## src/rtl/bios_rom_seq_pkg.sv

```systemverilog
// Shared definitions for the boot ROM: FSM states, opcode fields and the boot program.
package bios_rom_seq_pkg;

    typedef enum logic [1:0] {
        ST_HOLD = 2'd0,
        ST_BOOT = 2'd1,
        ST_DONE = 2'd2
    } state_t;

    localparam logic [5:0] OP_LOADI  = 6'h01;
    localparam logic [5:0] OP_LOADHD = 6'h02;
    localparam logic [5:0] OP_RSTORE = 6'h03;
    localparam logic [5:0] OP_NOP    = 6'h1B;

    localparam logic [31:0] NOP_INSN = {OP_NOP, 26'd0};

    // Instruction layout: opcode[31:26], rd[25:21], unused[20:16], imm[15:0].
    function automatic logic [31:0] enc(input logic [5:0] op, input logic [4:0] rd,
                                        input logic [15:0] imm);
        return {op, rd, 5'd0, imm};
    endfunction

    function automatic logic [31:0] boot_word(input int idx);
        case (idx)
            0:       return NOP_INSN;
            1:       return enc(OP_LOADI,  5'd1,  16'h0100);
            2:       return enc(OP_LOADI,  5'd2,  16'h0200);
            3:       return enc(OP_LOADHD, 5'd3,  16'h0001);
            4:       return enc(OP_RSTORE, 5'd3,  16'h0100);
            5:       return enc(OP_LOADI,  5'd4,  16'h1234);
            6:       return enc(OP_LOADHD, 5'd5,  16'h0002);
            7:       return enc(OP_RSTORE, 5'd5,  16'h0104);
            8:       return enc(OP_LOADI,  5'd6,  16'hBEEF);
            9:       return enc(OP_LOADHD, 5'd7,  16'h0003);
            10:      return enc(OP_RSTORE, 5'd7,  16'h0108);
            11:      return enc(OP_LOADI,  5'd8,  16'h0000);
            12:      return enc(OP_LOADHD, 5'd9,  16'h0004);
            13:      return enc(OP_RSTORE, 5'd9,  16'h010C);
            14:      return enc(OP_LOADI,  5'd10, 16'h0400);
            15:      return enc(OP_RSTORE, 5'd10, 16'h0110);
            default: return NOP_INSN;
        endcase
    endfunction

endpackage

```

## src/rtl/bios_rom_seq_if.sv

```systemverilog
// Fetch and patch-write bus between the fetch stage and the boot ROM.
interface bios_rom_seq_if #(
    parameter int ADDR_W = 10,
    parameter int DATA_W = 32
);
    // fetch_req is taken on the clock edge with no ready; fetch_valid (with fetch_data and
    // fetch_oor) answers exactly one cycle later, and wr_err likewise pulses one cycle after a rejected wr_en.
    logic              fetch_req;
    logic [ADDR_W-1:0] fetch_addr;
    logic              fetch_valid;
    logic [DATA_W-1:0] fetch_data;
    logic              fetch_oor;
    logic              wr_en;
    logic [ADDR_W-1:0] wr_addr;
    logic [DATA_W-1:0] wr_data;
    logic              wr_err;

    modport master (
        output fetch_req, fetch_addr, wr_en, wr_addr, wr_data,
        input  fetch_valid, fetch_data, fetch_oor, wr_err
    );

    modport slave (
        input  fetch_req, fetch_addr, wr_en, wr_addr, wr_data,
        output fetch_valid, fetch_data, fetch_oor, wr_err
    );
endinterface

```

## src/rtl/bios_rom_seq_image.sv

```systemverilog
// Combinational boot image: every implemented entry's reset value, unused entries hold NOP.
module bios_rom_seq_image
    import bios_rom_seq_pkg::*;
#(
    parameter int          DATA_W   = 32,
    parameter int          DEPTH    = 64,
    parameter int          BOOT_LEN = 18,
    parameter logic [31:0] NOP_WORD = NOP_INSN
) (
    output logic [DATA_W-1:0] words [DEPTH]
);
    always_comb begin
        for (int i = 0; i < DEPTH; i++) begin
            words[i] = (i < BOOT_LEN) ? DATA_W'(boot_word(i)) : DATA_W'(NOP_WORD);
        end
    end
endmodule

```

## src/rtl/bios_rom_seq.sv

```systemverilog
// Boot ROM with boot sequencer: registered 1-cycle fetch, post-boot patch writes, restart reload.
module bios_rom_seq
    import bios_rom_seq_pkg::*;
#(
    parameter int          DATA_W   = 32,
    parameter int          ADDR_W   = 10,
    parameter int          DEPTH    = 64,
    parameter int          BOOT_LEN = 18,
    parameter logic [31:0] NOP_WORD = NOP_INSN
) (
    input  logic           clock,
    input  logic           reset_n,
    bios_rom_seq_if.slave  bus,
    input  logic           boot_restart,
    output logic           boot_done,
    output state_t         state
);
    localparam int              IDX_W  = (DEPTH > 1) ? $clog2(DEPTH) : 1;
    localparam logic [ADDR_W:0] DEPTH_L = (ADDR_W+1)'(DEPTH);
    localparam logic [ADDR_W:0] LAST_L  = (ADDR_W+1)'(BOOT_LEN - 1);

    logic [DATA_W-1:0] image [DEPTH];
    logic [DATA_W-1:0] mem   [DEPTH];
    logic              fetch_in_range;
    logic              wr_in_range;
    logic              restart_now;
    logic              serving;
    logic              wr_accept;
    logic [IDX_W-1:0]  fetch_idx;
    logic [IDX_W-1:0]  wr_idx;

    bios_rom_seq_image #(
        .DATA_W   (DATA_W),
        .DEPTH    (DEPTH),
        .BOOT_LEN (BOOT_LEN),
        .NOP_WORD (NOP_WORD)
    ) u_image (
        .words (image)
    );

    assign fetch_in_range = {1'b0, bus.fetch_addr} < DEPTH_L;
    assign wr_in_range    = {1'b0, bus.wr_addr} < DEPTH_L;
    assign fetch_idx      = bus.fetch_addr[IDX_W-1:0];
    assign wr_idx         = bus.wr_addr[IDX_W-1:0];
    // A restart wins over a fetch or write presented in the same cycle.
    assign restart_now    = boot_restart && (state != ST_HOLD);
    assign serving        = bus.fetch_req && (state != ST_HOLD) && !restart_now;
    assign wr_accept      = bus.wr_en && (state == ST_DONE) && !restart_now && wr_in_range;

    always_ff @(posedge clock or negedge reset_n) begin
        if (!reset_n) begin
            mem <= image;
        end else if (restart_now) begin
            mem <= image;
        end else if (wr_accept) begin
            mem[wr_idx] <= bus.wr_data;
        end
    end

    // Reads sample mem before this edge's write lands, giving read-before-write.
    always_ff @(posedge clock or negedge reset_n) begin
        if (!reset_n) begin
            state           <= ST_HOLD;
            boot_done       <= 1'b0;
            bus.fetch_valid <= 1'b0;
            bus.fetch_data  <= DATA_W'(NOP_WORD);
            bus.fetch_oor   <= 1'b0;
            bus.wr_err      <= 1'b0;
        end else begin
            bus.fetch_valid <= serving;
            bus.fetch_oor   <= serving && !fetch_in_range;
            bus.wr_err      <= bus.wr_en && !wr_accept;
            if (serving) begin
                bus.fetch_data <= fetch_in_range ? mem[fetch_idx] : DATA_W'(NOP_WORD);
            end
            if (restart_now) begin
                state     <= ST_HOLD;
                boot_done <= 1'b0;
            end else begin
                case (state)
                    ST_HOLD: state <= ST_BOOT;
                    ST_BOOT: begin
                        if (serving && ({1'b0, bus.fetch_addr} == LAST_L)) begin
                            state     <= ST_DONE;
                            boot_done <= 1'b1;
                        end
                    end
                    ST_DONE: state <= ST_DONE;
                    default: state <= ST_HOLD;
                endcase
            end
        end
    end
endmodule

```

## src/flat_wrapper.sv

```systemverilog
// flat-port wrapper written by rule: the top's interface ports become plain ports
module bios_rom_seq_flat import bios_rom_seq_pkg::*;
#(
    parameter int          DATA_W   = 32,
    parameter int          ADDR_W   = 10,
    parameter int          DEPTH    = 64,
    parameter int          BOOT_LEN = 18,
    parameter logic [31:0] NOP_WORD = NOP_INSN
)
  (clock, reset_n, boot_restart, boot_done, state, bus_fetch_req, bus_fetch_addr, bus_wr_en, bus_wr_addr, bus_wr_data, bus_fetch_valid, bus_fetch_data, bus_fetch_oor, bus_wr_err);
  bios_rom_seq_if #(.ADDR_W(ADDR_W), .DATA_W(DATA_W)) bus_i ();
  input  logic clock;
  input  logic reset_n;
  input  logic boot_restart;
  output logic boot_done;
  output state_t state;
  input wire logic [$bits(bus_i.fetch_req)-1:0] bus_fetch_req;
  input wire logic [$bits(bus_i.fetch_addr)-1:0] bus_fetch_addr;
  input wire logic [$bits(bus_i.wr_en)-1:0] bus_wr_en;
  input wire logic [$bits(bus_i.wr_addr)-1:0] bus_wr_addr;
  input wire logic [$bits(bus_i.wr_data)-1:0] bus_wr_data;
  output wire logic [$bits(bus_i.fetch_valid)-1:0] bus_fetch_valid;
  output wire logic [$bits(bus_i.fetch_data)-1:0] bus_fetch_data;
  output wire logic [$bits(bus_i.fetch_oor)-1:0] bus_fetch_oor;
  output wire logic [$bits(bus_i.wr_err)-1:0] bus_wr_err;
  assign bus_i.fetch_req = bus_fetch_req;
  assign bus_i.fetch_addr = bus_fetch_addr;
  assign bus_i.wr_en = bus_wr_en;
  assign bus_i.wr_addr = bus_wr_addr;
  assign bus_i.wr_data = bus_wr_data;
  assign bus_fetch_valid = bus_i.fetch_valid;
  assign bus_fetch_data = bus_i.fetch_data;
  assign bus_fetch_oor = bus_i.fetch_oor;
  assign bus_wr_err = bus_i.wr_err;
  bios_rom_seq #(.DATA_W(DATA_W), .ADDR_W(ADDR_W), .DEPTH(DEPTH), .BOOT_LEN(BOOT_LEN), .NOP_WORD(NOP_WORD)) u_core (.clock(clock), .reset_n(reset_n), .bus(bus_i), .boot_restart(boot_restart), .boot_done(boot_done), .state(state));
endmodule
```

## config.mk

```make
export PLATFORM = sky130hd
export DESIGN_NAME = bios_rom_seq_flat
export DESIGN_NICKNAME = d
export VERILOG_FILES = /design/src/rtl/bios_rom_seq_pkg.sv /design/src/rtl/bios_rom_seq_if.sv /design/src/rtl/bios_rom_seq_image.sv /design/src/rtl/bios_rom_seq.sv /design/src/flat_wrapper.sv
export SDC_FILE = /design/constraint.sdc
export NUM_CORES = 2
export LEC_CHECK = 0
export ABC_AREA = 1
export CAP_MARGIN = 20
export CORE_MARGIN = 5
export CORE_UTILIZATION = 30
export CTS_BUF_LIST = sky130_fd_sc_hd__clkbuf_4
export CTS_CLUSTER_SIZE = 25
export DETAILED_ROUTE_END_ITERATION = 10
export GPL_TIMING_DRIVEN = 0
export REMOVE_ABC_BUFFERS = 1
export SLEW_MARGIN = 40
export SYNTH_ARGS = -nofsm -noshare
export SYNTH_HDL_FRONTEND = slang
export SYNTH_SLANG_ARGS = --single-unit
```

## constraint.sdc

```tcl
create_clock -name clock -period 2.2 [get_ports clock]
set_clock_uncertainty 0.15 [all_clocks]
set_input_delay 0.33 -clock clock [delete_from_list [all_inputs] [get_ports clock]]
set_output_delay 0.33 -clock clock [all_outputs]
set_load 0.02 [all_outputs]
```

==> impl_results.md <==
* Largest family of logic cells by synthesized area: simple AND/OR/NAND/NOR gates
* CTS tree: yes
* Critical path type: in2reg
* Die area at 335000 sq um
* Starting density of the core at 30.2%
* Initial antenna violation count at 47
* Min Hold Slack at -0.236 ns
* Clk sink count at 2086
* H-Tree Level Count at 6
* Asr flop ratio synth at 100%
* Iter 0 DRT Violations at 14700
* RR Startpoint: u_core.state[0]
* Core Region at 322000 sq um
* Worst r2r path cells at 16
* Fmax at 320 MHz
* Status: complete, but fails checks
* Post-Synth Simple-Gate Area at 18.2%
* Worst path required time at 3.29 ns
* Synth cell types at 26
* Mapped Area at 97100 sq um
* Dpl ws at -2.32 ns
* DRC Markers at 0
* GRT Total Usage at 23.0%
* Port Buffers at 94
* Area Overhead vs Synth at 33.4%
* Clock transition at path regs at 0.07 ns
* RSZ-0062 raised after global routing: yes
* Register bit count reported by yosys at 2086
* Global-route wire length before repair at 583000 um
* Row cnt at 208
* Critical path, cell by cell: clkdlybuf4s50_1 > nand2_1 > inv_1 > nand2_1 > nor2_1 > nand2_8 > nand2_8 > buf_12 > o22ai_2
* Area share of the largest cell type after synthesis at 46.4%
* Worst rel slew slack at -15.4%
* Class of the worst hold path: in2async
* CP top delay family: simple AND/OR/NAND/NOR gates
* Max clock buf depth at 4
* Failing checks: hold timing, capacitance limit, slew limit, setup timing
* R2R setup slack at -0.69 ns
* Die Wd at 579 um
* Clk Latency, worst-skew pair at 1.43 ns
* # setup viols final at 2344
* Synth Flop Type: dfrtp_1
* Ports at 95
* Crit Path Max Fanout at 8
* Final weighted congestion in routability-driven placement at 0.827
* Critical path arrival at 4.22 ns
* Synth Area in XOR/XNOR at 0%
* Period utilisation layout at 142%
* Sequential area share after synthesis at 54.1%
* Via density per instance at 5.81
* Nets at 12100
* CP max stage delay at 1.45 ns
* Worst vdd ir at 0.514 mV
* Synth Area in Adders at 0.0387%
* FF-to-FF End: u_core.mem[988]
* DP HPWL at 208000 um
* LEAKAGE at 58.4 nW
* Nature of the critical path endpoint: register
* Tmin final at 3.13 ns
* Most frequent cell after synthesis: nand3_1
* Die height at 579 um
* Commonest cells post-synth: nand3_1, dfrtp_1, nand2_1, inv_1, o22ai_1
* Biggest area consumer among synthesized cells: dfrtp_1
* Avg Inst Size Synth at 8.53 sq um
* Cts bufs inserted at 568
* First-pass DRT Iterations at 8
* Complex-gate fraction of the synthesized area at 17.4%
* Post-Route WL at 477000 um
* PD cells at 931 nW/um^2
* Pins Over Slew Limit at 11
* Vias in the first global route at 85300
* Fin worst setup slack at -0.926 ns
* Clock Tree Root: clkbuf_4
* Routed length per instance at 28.5 um
* Main area contributors after synthesis: dfrtp_1, nand3_1, dfstp_2
* Cells after synthesis at 11400
* Largest net degree at the start of global routing at 142
* Antenna-violating nets left at 0
* Post-synth EDFFs at 0
* Routed vias at 97400
* Post-synthesis mux area share at 0%
* Max Cap Violations at 2
* Final hold viol count at 208
* Worst setup SP type: input port
* Fraction of layout cells with a size suffix above 1 at 23.5%
* Final core occ at 40.3%
* GR Overflow Total at 0
* Bufs and invs on worst path at 3
* Worst-Margin Slew at 1.72 ns
* Synth Warn # at 0
* Critical-path top delay cell: nor2_1
-- power breakdown --
part	internal (mW)	leakage, nW	switching [mW]	total, mW
sequential	42.2	28.2	1.32	43.5
clock	19.6	4.48	17.6	37.2
combinational	13.5	25.7	26.3	39.9
total	75.3	58.4	45.2	121
-- tightest hold or removal path, delay by kind of cell --
| kind | cells | cell delay [ns] |
|---|---|---|
| buffers and inverters | 11 | 1.33 |
-- layer usage --
metal,global-route usage (%),part of all wire (%)
met1,29.6,35
met2,34.0,41
met3,5.82,14
met4,15.7,9.9
met5,0,0.034
-- timing repair --
action,in CTS,in global routing
pin swaps,47,106
setup buffers,127,311
hold buffers,82,4
resized for setup,395,796
endpoints found under the setup margin,2121,2499
hold endpoints to repair,1478,198
gates cloned,121,238
-- cell type report --
cell class	instances	area, sq um
fill	31200	192000
sequential	2086	52600
multi-input combinational	7037	42600
timing repair buffer	976	16400
clock buffer	907	6810
tap	4305	5390
inverter	1334	5080
clock inverter	85	581
antenna	36	90.1
timing repair inverter	1	8.76
-- worst max path at each step --
stage	start	endpoint	slack (ns)	depth (start not counted)
CTS	u_core.state[0]	u_core.mem[862]	-0.70	17
floorplan	u_core.state[1]	u_core.mem[49]	-8.26	6
global placement	bus_fetch_addr[0]	u_core.bus.fetch_data[22]	-164.82	11
detailed placement	bus_fetch_addr[1]	u_core.bus.fetch_data[17]	-2.32	15
global route	bus_wr_addr[2]	u_core.mem[782]	-0.79	9
finish	bus_wr_addr[2]	u_core.mem[789]	-0.93	9
-- flip-flops by register name, summed over array words and instances, names as in the netlist --
signal                  count
u_core.boot_done            1
u_core.bus.fetch_valid      1
u_core.bus.wr_err           1
u_core.bus.fetch_oor        1
u_core.bus.fetch_data      32
u_core.state                2
u_core.mem               2048
-- logic make-up (layout without fill, tap and decap cells) --
group,after synthesis,count (layout)
DFF,2086,2086
other,0,36
AOI/OAI and AO/OA,2811,2811
buffers and inverters,2444,3303
adders and majority gates,3,3
and+or+nand+nor,4031,4223
-- layout by cell type, fill, tap and decap left out, types with 21 or more instances in the layout --
master / synthesis / layout
a21oi_2: 0 / 51
nand3_2: 0 / 39
o22ai_1: 1175 / 939
buf_4: 56 / 237
buf_6: 8 / 72
nand2_1: 1750 / 1601
o22ai_2: 0 / 216
o21ai_1: 19 / 33
nor2_2: 0 / 30
nor2_4: 1 / 41
nor2_1: 381 / 311
a21oi_1: 388 / 336
buf_8: 0 / 21
inv_2: 5 / 24
nand3_4: 0 / 27
nand3_1: 1838 / 1772
dlygate4sd3_1: 0 / 66
diode_2: 0 / 36
nand2_4: 0 / 102
clkbuf_16: 0 / 109
clkdlybuf4s50_1: 0 / 55
nand2_8: 0 / 232
clkbuf_4: 0 / 908
dfrtp_1: 1802 / 1800
o21ai_0: 703 / 680
inv_1: 1329 / 1322
or2_2: 38 / 38
buf_12: 0 / 172
clkinv_1: 0 / 47
dfstp_2: 284 / 284
o211ai_1: 525 / 525
buf_16: 0 / 188
-- through the flow --
stage	cell area, sq um	hold slack (ns)	total power, mW	setup TNS [ns]	cells
finish	129000	-0.236	121	-1030.19	16800
global route	129000	-0.237	123	-1210.19	16700
CTS	118000	-0.267	109	-1027.18	16200
detailed placement	104000	0.0921	66.4	-3412.28	14900
global placement	98400	0.316	55.1	-	14700
floorplan	92100	-0.116	52.8	-	10300
(Power assumes the default switching activity.)
